==> config.mk <==
export PLATFORM = sky130hd
export DESIGN_NAME = be_core
export DESIGN_NICKNAME = d
export VERILOG_FILES = /design/src/rtl/be_core.sv
export SDC_FILE = /design/constraint.sdc
export NUM_CORES = 1
export LEC_CHECK = 0
export BUFFER_PORTS_ARGS = -buffer_cell sky130_fd_sc_hd__buf_2
export CORE_MARGIN = 5
export CORE_UTILIZATION = 60
export CTS_CLUSTER_SIZE = 24
export DETAILED_ROUTE_END_ITERATION = 12
export PLACE_DENSITY = 0.8
export SLEW_MARGIN = 20
export SYNTH_ARGS = -nofsm -noshare
export SYNTH_HDL_FRONTEND = slang
export SYNTH_SLANG_ARGS = --single-unit
==> constraint.sdc <==
create_clock -name clk -period 6.91 [get_ports clk]
set_clock_uncertainty 0.05 [all_clocks]
set_input_delay 1.382 -clock clk [delete_from_list [all_inputs] [get_ports clk]]
set_output_delay 1.382 -clock clk [all_outputs]
set_load 0.005 [all_outputs]
==> src/rtl/be_core.sv <==
// be_core: parametrised accumulator CPU core with one synchronous
// memory bus and a ready wait handshake.
//
// Ports:
//   clk     in   clock, all state changes on the rising edge
//   rst     in   synchronous active-high reset
//   ready   in   bus access completes on an edge where ready=1
//   rdata   in   [DW] read data, sampled at the completing edge
//   addr    out  [AW] bus address
//   wdata   out  [DW] write data (always the A register)
//   we      out  write strobe, high only in STORE
//   halted  out  high while in HALT
//   acc     out  [DW] A register
//   carry   out  C flag
module be_core #(
    parameter int DW = 8,
    parameter int AW = 8,
    parameter logic [AW-1:0] RESET_PC = {AW{1'b1}} - AW'(15)
) (
    input  logic          clk,
    input  logic          rst,
    input  logic          ready,
    input  logic [DW-1:0] rdata,
    output logic [AW-1:0] addr,
    output logic [DW-1:0] wdata,
    output logic          we,
    output logic          halted,
    output logic [DW-1:0] acc,
    output logic          carry
);

    generate
        if (AW > DW || DW < 4 || DW > 32) begin : g_bad_params
            $error("be_core: need 4 <= DW <= 32 and AW <= DW");
        end
    endgenerate

    localparam logic [2:0] S_FETCH  = 3'd0;
    localparam logic [2:0] S_DECODE = 3'd1;
    localparam logic [2:0] S_OPER   = 3'd2;
    localparam logic [2:0] S_LOAD   = 3'd3;
    localparam logic [2:0] S_STORE  = 3'd4;
    localparam logic [2:0] S_HALT   = 3'd5;

    localparam logic [3:0] OP_ADD = 4'h0;
    localparam logic [3:0] OP_SWP = 4'h1;
    localparam logic [3:0] OP_LDA = 4'h2;
    localparam logic [3:0] OP_STA = 4'h3;
    localparam logic [3:0] OP_JMP = 4'h4;
    localparam logic [3:0] OP_SUB = 4'h5;
    localparam logic [3:0] OP_AND = 4'h6;
    localparam logic [3:0] OP_OR  = 4'h7;
    localparam logic [3:0] OP_XOR = 4'h8;
    localparam logic [3:0] OP_JC  = 4'h9;
    localparam logic [3:0] OP_CLC = 4'hA;
    localparam logic [3:0] OP_HLT = 4'hB;

    logic [2:0]    state;
    logic [AW-1:0] pc;
    logic [AW-1:0] ar;
    logic [DW-1:0] ir;
    logic [DW-1:0] a;
    logic [DW-1:0] b;
    logic          c;

    logic [3:0]    op;
    logic [AW-1:0] pc_inc;
    logic [AW-1:0] opnd;
    logic [DW:0]   sum;
    logic [DW:0]   dif;

    logic [DW-1:0] a_nx;
    logic [DW-1:0] b_nx;
    logic          c_nx;
    logic [2:0]    dec_nx;
    logic          take;
    logic [2:0]    oper_nx;

    // Only the low nibble of IR selects the operation.
    logic unused_ir;
    assign unused_ir = ^ir[DW-1:4];

    assign op     = ir[3:0];
    assign pc_inc = pc + AW'(1);
    assign opnd   = rdata[AW-1:0];

    // Both computed at DW+1 bits; the top bit is carry or borrow.
    assign sum = {1'b0, a} + {1'b0, b} + {{DW{1'b0}}, c};
    assign dif = {1'b0, a} - {1'b0, b} - {{DW{1'b0}}, c};

    always_comb begin
        a_nx   = a;
        b_nx   = b;
        c_nx   = c;
        dec_nx = S_FETCH;
        unique case (1'b1)
            op == OP_ADD: begin
                a_nx = sum[DW-1:0];
                c_nx = sum[DW];
            end
            op == OP_SWP: begin
                a_nx = b;
                b_nx = a;
            end
            op == OP_SUB: begin
                a_nx = dif[DW-1:0];
                c_nx = dif[DW];
            end
            op == OP_AND: begin
                a_nx = a & b;
                c_nx = 1'b0;
            end
            op == OP_OR: begin
                a_nx = a | b;
                c_nx = 1'b0;
            end
            op == OP_XOR: begin
                a_nx = a ^ b;
                c_nx = 1'b0;
            end
            op == OP_CLC: c_nx = 1'b0;
            op == OP_HLT: dec_nx = S_HALT;
            op == OP_LDA,
            op == OP_STA,
            op == OP_JMP,
            op == OP_JC:  dec_nx = S_OPER;
            default: ;
        endcase
    end

    always_comb begin
        take    = (op == OP_JMP) || (op == OP_JC && c);
        oper_nx = S_FETCH;
        if (op == OP_LDA) oper_nx = S_LOAD;
        if (op == OP_STA) oper_nx = S_STORE;
    end

    always_ff @(posedge clk) begin
        if (rst) begin
            state <= S_FETCH;
            pc    <= RESET_PC;
            ir    <= '0;
            ar    <= '0;
            a     <= '0;
            b     <= '0;
            c     <= 1'b0;
        end else begin
            case (state)
                S_FETCH: begin
                    if (ready) begin
                        ir    <= rdata;
                        pc    <= pc_inc;
                        state <= S_DECODE;
                    end
                end
                S_DECODE: begin
                    a     <= a_nx;
                    b     <= b_nx;
                    c     <= c_nx;
                    state <= dec_nx;
                end
                S_OPER: begin
                    if (ready) begin
                        ar    <= opnd;
                        pc    <= take ? opnd : pc_inc;
                        state <= oper_nx;
                    end
                end
                S_LOAD: begin
                    if (ready) begin
                        a     <= rdata;
                        state <= S_FETCH;
                    end
                end
                S_STORE: begin
                    if (ready) state <= S_FETCH;
                end
                S_HALT: ;
                default: state <= S_FETCH;
            endcase
        end
    end

    // Bus outputs decode registered state only.
    assign addr   = (state == S_LOAD || state == S_STORE) ? ar : pc;
    assign we     = (state == S_STORE);
    assign wdata  = a;
    assign halted = (state == S_HALT);
    assign acc    = a;
    assign carry  = c;

endmodule

==> summary.md, run 1 <==
| Metric | Value |
|---|---|
| Status | `completed` |
| Pwr/cell area | `161 mW/mm^2` |
| Fin. max-slew vios | `0` |
| Core ar. | `0.00557 mm^2` |
| Critical path data arrival time | `2100 ps` |
| IO Port Bufs | `37` |
| Clock latency on the worst-skew pair | `310 ps` |
| Diode count | `0` |
| Rows | `27` |
| Final min period | `3530 ps` |
| Initial Util | `62.2%` |
| Cell accounting for the most synthesized area | `dfxtp_1` |
| Synthesis-to-finish area growth | `6.07%` |
| Die Wd | `86.0 um` |
| Die area | `0.00739 mm^2` |
| Share of layout cells above drive strength 1 | `13.1%` |
| Most common cell in the netlist | `nor2_1` |
| Antenna violations before repair | `0` |
| FFs w/ async S/R, synth | `0%` |
| Max frequency | `283 MHz` |
| Register bit total from synthesis | `40` |
| Clk sinks | `40` |
| EDFF count, synth | `0` |
| GRT Total Usage | `26.2%` |
| Post-CTS sizing | `0` |
| Worst-margin pin slew | `960 ps` |
| DRT Pass-1 Iters | `5` |
| HPWL after DPL | `6860 um` |
| Die Ht | `86.0 um` |
| Final Hold Vio Count | `0` |
| DR DRC count | `0` |
| Synth Instances | `463` |
| Period utilization | `51.1%` |
| Routed Antenna Nets | `0` |
| Mapped Area | `0.00346 mm^2` |
| Synth unique cells | `61` |
| # Post-CTS Setup Buffers | `0` |
| Post-Route WL | `9560 um` |
| Hold-fix buffers, CTS | `0` |
| Max Root-Sink Buffers | `2` |
| Type of the tightest min-delay check | `flip-flop to flip-flop` |
| Final setup fails | `0` |
| Placed cell area | `0.00356 mm^2` |
| Top_reg_cell synth | `dfxtp_1` |
| # nets final | `519` |
| Critical path launch point type | `flip-flop` |
| Leak pwr | `1.49 nW` |
| Max-slew headroom | `35.9%` |
| Maximum VDD drop | `0.109 mV` |
| Reg clk slew, reported paths | `90 ps` |
| Remaining Overflow, GRT | `0` |
| Warnings, synthesis | `0` |
| Largest net degree at the start of global routing | `42` |
| Max-cap violations | `0` |
| Unrepaired setup endpoints after global routing | `false` |
| Synth cell count leaders | `nor2_1, nand2_1, a21oi_1` |
| Wire per inst | `17.5 um` |
| Clock root buffer | `clkbuf_8` |
| Design Area, Final | `0.00367 mm^2` |
| GPL Wtd Cong | `0.953` |
| CTS tree | `done` |
| Starting DRC count in detailed routing | `468` |
| I/O pins | `38` |
| Synth area leaders | `dfxtp_1, ha_1, a21oi_1` |
| H-tree levels | `2` |
| Sequential area share after synthesis | `23.1%` |
| Syn Nets | `509` |
| Hold slack | `411 ps` |
| Via/cell ratio | `6.40` |
| WS Path Type | `flip-flop to output port` |
| Max FO, Critical Path | `12` |
| Syn_area_per_cell | `7.48 um^2` |
| Worst Path Required | `5480 ps` |
| CTS buffer count | `5` |
| Top-area cell type share of the netlist area | `23.1%` |
| Vias in the first global route | `3132` |
| CP Capture Type | `output port` |
| First-pass GRT wire length | `15600 um` |
| Sum of negative setup slack | `0 ps` |
| DR vias | `3494` |
power breakdown:
| part | total, mW | internal [mW] | switching, mW |
|---|---|---|---|
| Combinational | 0.128 | 0.0500 | 0.0776 |
| Clock | 0.208 | 0.109 | 0.0989 |
| Sequential | 0.256 | 0.238 | 0.0184 |
| Total | 0.592 | 0.397 | 0.195 |
through the flow:
| step | total power [mW] | setup WS [ps] | util, % | cells |
|---|---|---|---|---|
| final | 0.592 | 3380 | 65.9 | 546 |
| after detailed placement | 0.384 | 3740 | 63.8 | 538 |
| after CTS | 0.586 | 3390 | 65.9 | 546 |
| after floorplan | 0.351 | 4090 | - | 463 |
| after global placement | 0.381 | 3820 | 63.8 | 538 |
| after global routing | 0.614 | 3270 | 65.9 | 546 |
flip-flops by register name, summed over array words and instances (netlist names):
name and cells:
pc 8, carry 1, ar 8, b 8
acc 8, ir 4, state 3
cells by family after synthesis:
group,count (synthesis),synth area share [%]
and+or+nand+nor,171,23.9
adders and majority gates,35,13.5
buffers and inverters,60,8.05
AOI/OAI and AO/OA,136,25.4
muxes,12,3.79
xor gates and xnor gates,9,2.28
DFF,40,23.1
path summary, 6_finish.rpt:
check | from | end | slack [ps] | cells after the start
max | state[2] | addr[0] | 3380 | 4
min | ar[3] | ar[3] | 410 | 2
max reg2reg | b[0] | carry | 4150 | 10
min reg2reg | ar[3] | ar[3] | 410 | 2
cells in the final DEF (no fill, tap or decap), types with 4 or more instances in the layout:
cell type,Yosys,layout
o21ai_0,20,20
a31oi_1,6,6
a32oi_1,8,8
xnor2_1,6,6
nor2b_1,8,8
o32ai_1,5,5
a21oi_1,44,44
mux2_2,9,9
a21o_1,4,4
o21a_1,4,4
nor3b_1,5,5
dfxtp_1,40,40
ha_1,31,31
nand3_1,5,5
clkbuf_8,0,5
nor3_1,7,7
nor2_1,58,58
nand2b_1,13,13
inv_1,26,26
nand2_1,46,46
and3_1,6,6
o22ai_1,10,10
a211oi_1,8,8
fa_1,4,4
buf_2,7,37
area by class of cell:
cell class / instances / area (um^2)
fillers: 510 / 1900
inverters: 26 / 97.6
clock inverters: 3 / 47.5
well taps: 72 / 90.1
clock buffers: 5 / 68.8
repair buffers: 37 / 185
multi-input cells: 363 / 2380
flip-flops and latches: 40 / 801
metal layers:
metal / track usage [%] / up-vias / wire, um
li1: - / 1665 / -
met1: 37.5 / 1643 / 4380
met2: 40.4 / 166 / 4170
met3: 4.80 / 20 / 835
met4: 6.33 / 0 / 174
met5: 0 / - / 0
critical path, stage by stage (launching register included):
cell     delay [ps]
dfxtp_1         530
and3b_1         340
nor2_2          400
mux2_2          390
buf_2           130
No activity file was read; power rests on OpenSTA's default activity.
==> inputs of run 2 (changes only) <==
--- a/config.mk
+++ b/config.mk
@@ -7,10 +7,10 @@
 export LEC_CHECK = 0
 export BUFFER_PORTS_ARGS = -buffer_cell sky130_fd_sc_hd__buf_2
 export CORE_MARGIN = 5
-export CORE_UTILIZATION = 60
+export CORE_UTILIZATION = 54
 export CTS_CLUSTER_SIZE = 24
 export DETAILED_ROUTE_END_ITERATION = 12
-export PLACE_DENSITY = 0.8
+export PLACE_DENSITY = 0.76
 export SLEW_MARGIN = 20
 export SYNTH_ARGS = -nofsm -noshare
 export SYNTH_HDL_FRONTEND = slang
==> constraint.sdc (replaced) <==
create_clock -name clk -period 3.1 [get_ports clk]
set_clock_uncertainty 0.05 [all_clocks]
set_input_delay 0.62 -clock clk [delete_from_list [all_inputs] [get_ports clk]]
set_output_delay 0.62 -clock clk [all_outputs]
set_load 0.005 [all_outputs]
==> run 2 against run 1 <==
Against the previous run:
- critical path depth stayed put
- die area increased by 9.8%
- hold slack lost 2.9 ps
- final cell count is 2.2% higher
- core utilization down 6.7 points
- sequential power rose by 120%
- register-to-register slack worse by 3800 ps
- sequential share of layout area is 0.37 points lower
- critical endpoint is now addr[4]
- largest power group unchanged
- highest routed layer unchanged
==> summary.md, run 2 (synthesis gave the netlist of run 1 again) <==
| Metric | Value |
|---|---|
| Worst Hold End | `ar[4] (was ar[3])` |
| Worst stage delay on the critical path | `540 ps (was 530 ps)` |
| Initial Util | `54.9% (was 62.2%)` |
| Max Root-Sink Buffers | `2 (unchanged)` |
| Crit-path cells | `and3b_1, nor2_2, mux2_2, buf_2 (unchanged)` |
| Finished Layout Cells | `558 (was 546)` |
| Sum of negative setup slack | `0 ps (unchanged)` |
| Antenna violations before repair | `0 (unchanged)` |
| Max-slew headroom | `36.2% (was 35.9%)` |
| Routed Antenna Nets | `0 (unchanged)` |
| # nets final | `526 (was 519)` |
| Final core utilization | `59.2% (was 65.9%)` |
| Wire per inst | `17.8 um (was 17.5 um)` |
| Reg2reg end | `acc[6] (was carry)` |
| DRT Pass-1 Iters | `5 (unchanged)` |
| Crit-path slowest cell | `dfxtp_1 (unchanged)` |
| Remaining Overflow, GRT | `0 (unchanged)` |
| Reg power frac | `42.0% (was 43.3%)` |
| Max FO, Critical Path | `12 (unchanged)` |
| Net Sw Frac | `32.2% (was 33.0%)` |
| Placed Instances | `550 (was 538)` |
| Worst hold start | `ar[4] (was ar[3])` |
| Starting DRC count in detailed routing | `432 (was 468)` |
| I/O pins | `38 (unchanged)` |
| Critical path data arrival time | `2130 ps (was 2100 ps)` |
| Final setup fails | `0 (unchanged)` |
| GRT Total Usage | `23.4% (was 26.2%)` |
| Period utilization | `90.2%` |
| Fin. max-slew vios | `0 (unchanged)` |
| DR DRC count | `0 (unchanged)` |
| Worst-margin pin slew | `953 ps (was 960 ps)` |
| Post-CTS sizing | `0 (unchanged)` |
| Largest net degree at the start of global routing | `41 (was 42)` |
| Max frequency | `358 MHz` |
| Core ar. | `0.00631 mm^2 (was 0.00557 mm^2)` |
| Worst Path Required | `2430 ps (was 5480 ps)` |
| Commonest non-fill, non-tap cells in the layout | `nor2_1, nand2_1, a21oi_1, dfxtp_1, buf_2 (unchanged)` |
| Diode count | `0 (unchanged)` |
| GPL Wtd Cong | `0.978 (was 0.953)` |
| FF-to-FF setup slack | `330 ps (was 4150 ps)` |
| Clk sinks | `40 (unchanged)` |
| Clock root buffer | `clkbuf_8 (unchanged)` |
| Clock latency on the worst-skew pair | `310 ps (about the same)` |
| WHS Path Cells | `2 (unchanged)` |
| H-tree levels | `2 (unchanged)` |
| Die Wd | `90.1 um (was 86.0 um)` |
| Leak pwr | `1.53 nW (was 1.49 nW)` |
| Share of layout cells above drive strength 1 | `14.3% (was 13.1%)` |
| Type of the tightest min-delay check | `flip-flop to flip-flop (unchanged)` |
| Final Hold Vio Count | `0 (unchanged)` |
| CP Capture Type | `output port (unchanged)` |
| IO Port Bufs | `37 (unchanged)` |
| P_sw | `432 uW (was 195 uW)` |
| First-pass GRT wire length | `15900 um (was 15600 um)` |
| Die Ht | `90.1 um (was 86.0 um)` |
| CTS tree | `done (unchanged)` |
| Post-Route WL | `9930 um (was 9560 um)` |
| Hold-fix buffers, CTS | `0 (unchanged)` |
| Buffers plus inverters on the worst setup path | `1 (unchanged)` |
| Synthesis-to-finish area growth | `7.91% (was 6.07%)` |
| Int Pwr | `909 uW (was 397 uW)` |
| Worst path top cell family by delay | `simple AND/OR/NAND/NOR gates (unchanged)` |
| HPWL after DPL | `7140 um (was 6860 um)` |
| Rows | `29 (was 27)` |
| Worst Reg2Reg Path Length in Cells | `9 (was 10)` |
| Reg clk slew, reported paths | `90 ps (about the same)` |
| Status | `completed (unchanged)` |
| Maximum VDD drop | `0.206 mV (was 0.109 mV)` |
| Reg2reg start | `acc[3] (was b[0])` |
| Commonest non-fill, non-tap cell in the layout | `nor2_1 (unchanged)` |
| WS Path Type | `flip-flop to output port (unchanged)` |
| Die area | `0.00812 mm^2 (was 0.00739 mm^2)` |
| CTS buffer count | `5 (unchanged)` |
| Critical path launch point type | `flip-flop (unchanged)` |
| Clk network pwr share | `35.6% (was 35.2%)` |
| Comb pwr share | `22.4% (was 21.6%)` |
| Final min period | `2800 ps` |
| DR vias | `3464 (was 3494)` |
| Unrepaired setup endpoints after global routing | `false (unchanged)` |
| Pwr/cell area | `359 mW/mm^2 (was 161 mW/mm^2)` |
| Max-cap violations | `0 (unchanged)` |
| # Post-CTS Setup Buffers | `0 (unchanged)` |
| Vias in the first global route | `3166 (was 3132)` |
| Via/cell ratio | `6.21 (was 6.40)` |
[run 2: power by group through the flow]
stage / sequential, mW / clock (mW) / combinational [mW]
after floorplan: 0.555 / 0 / 0.227
after global placement: 0.572 / 0 / 0.288
after detailed placement: 0.574 / 0 / 0.292
after CTS: 0.562 / 0.484 / 0.294
after global routing: 0.567 / 0.506 / 0.325
final: 0.563 / 0.478 / 0.301
[run 2: routing by layer]
layer / global-route usage (%) / routed length [um] / vias to the layer above
li1: - / - / 1673
met1: 33.2 / 4500 / 1600
met2: 35.9 / 4470 / 168
met3: 3.34 / 752 / 23
met4: 8.31 / 210 / 0
met5: 0 / 0 / -
[run 2: metrics by stage]
| stage | power (mW) | worst slack, ps | hold WS [ps] | cell area (um^2) |
|---|---|---|---|---|
| 5_1_grt | 1.40 | 142 | 427 | 3740 |
| 4_1_cts | 1.34 | 310 | 409 | 3740 |
| 6_report | 1.34 | 303 | 408 | 3740 |
| 2_1_floorplan | 0.782 | 759 | 384 | 3460 |
| 3_5_place_dp | 0.865 | 398 | 397 | 3620 |
| 3_3_place_gp | 0.861 | 459 | 390 | 3620 |
[run 2: worst register-to-register path, cell delays in order (launching register included)]
cell and delay, ps:
dfxtp_1 500, inv_1 130, ha_1 410, ha_1 320
or3_1 370, o22ai_1 260, xnor2_1 160, nand2_1 80
a221o_1 360, o21ai_0 70
[run 2: worst max path at each step]
| stage | start | to | slack, ps | depth (start not counted) |
|---|---|---|---|---|
| after CTS | state[2] | addr[6] | 310 | 4 |
| after detailed placement | acc[3] | acc[6] | 400 | 9 |
| after global placement | acc[3] | acc[6] | 460 | 9 |
| final | state[2] | addr[4] | 300 | 4 |
| after global routing | acc[3] | acc[6] | 140 | 9 |
| after floorplan | acc[4] | acc[6] | 760 | 9 |
[run 2: layout make-up]
type                       count  area [um^2]
clock inverter                 2         38.8
timing repair buffer          44          238
sequential                    40          801
inverter                      26         97.6
clock buffer                   6         82.6
tap                           77         96.3
fill                         617         2570
multi-input combinational    363         2380
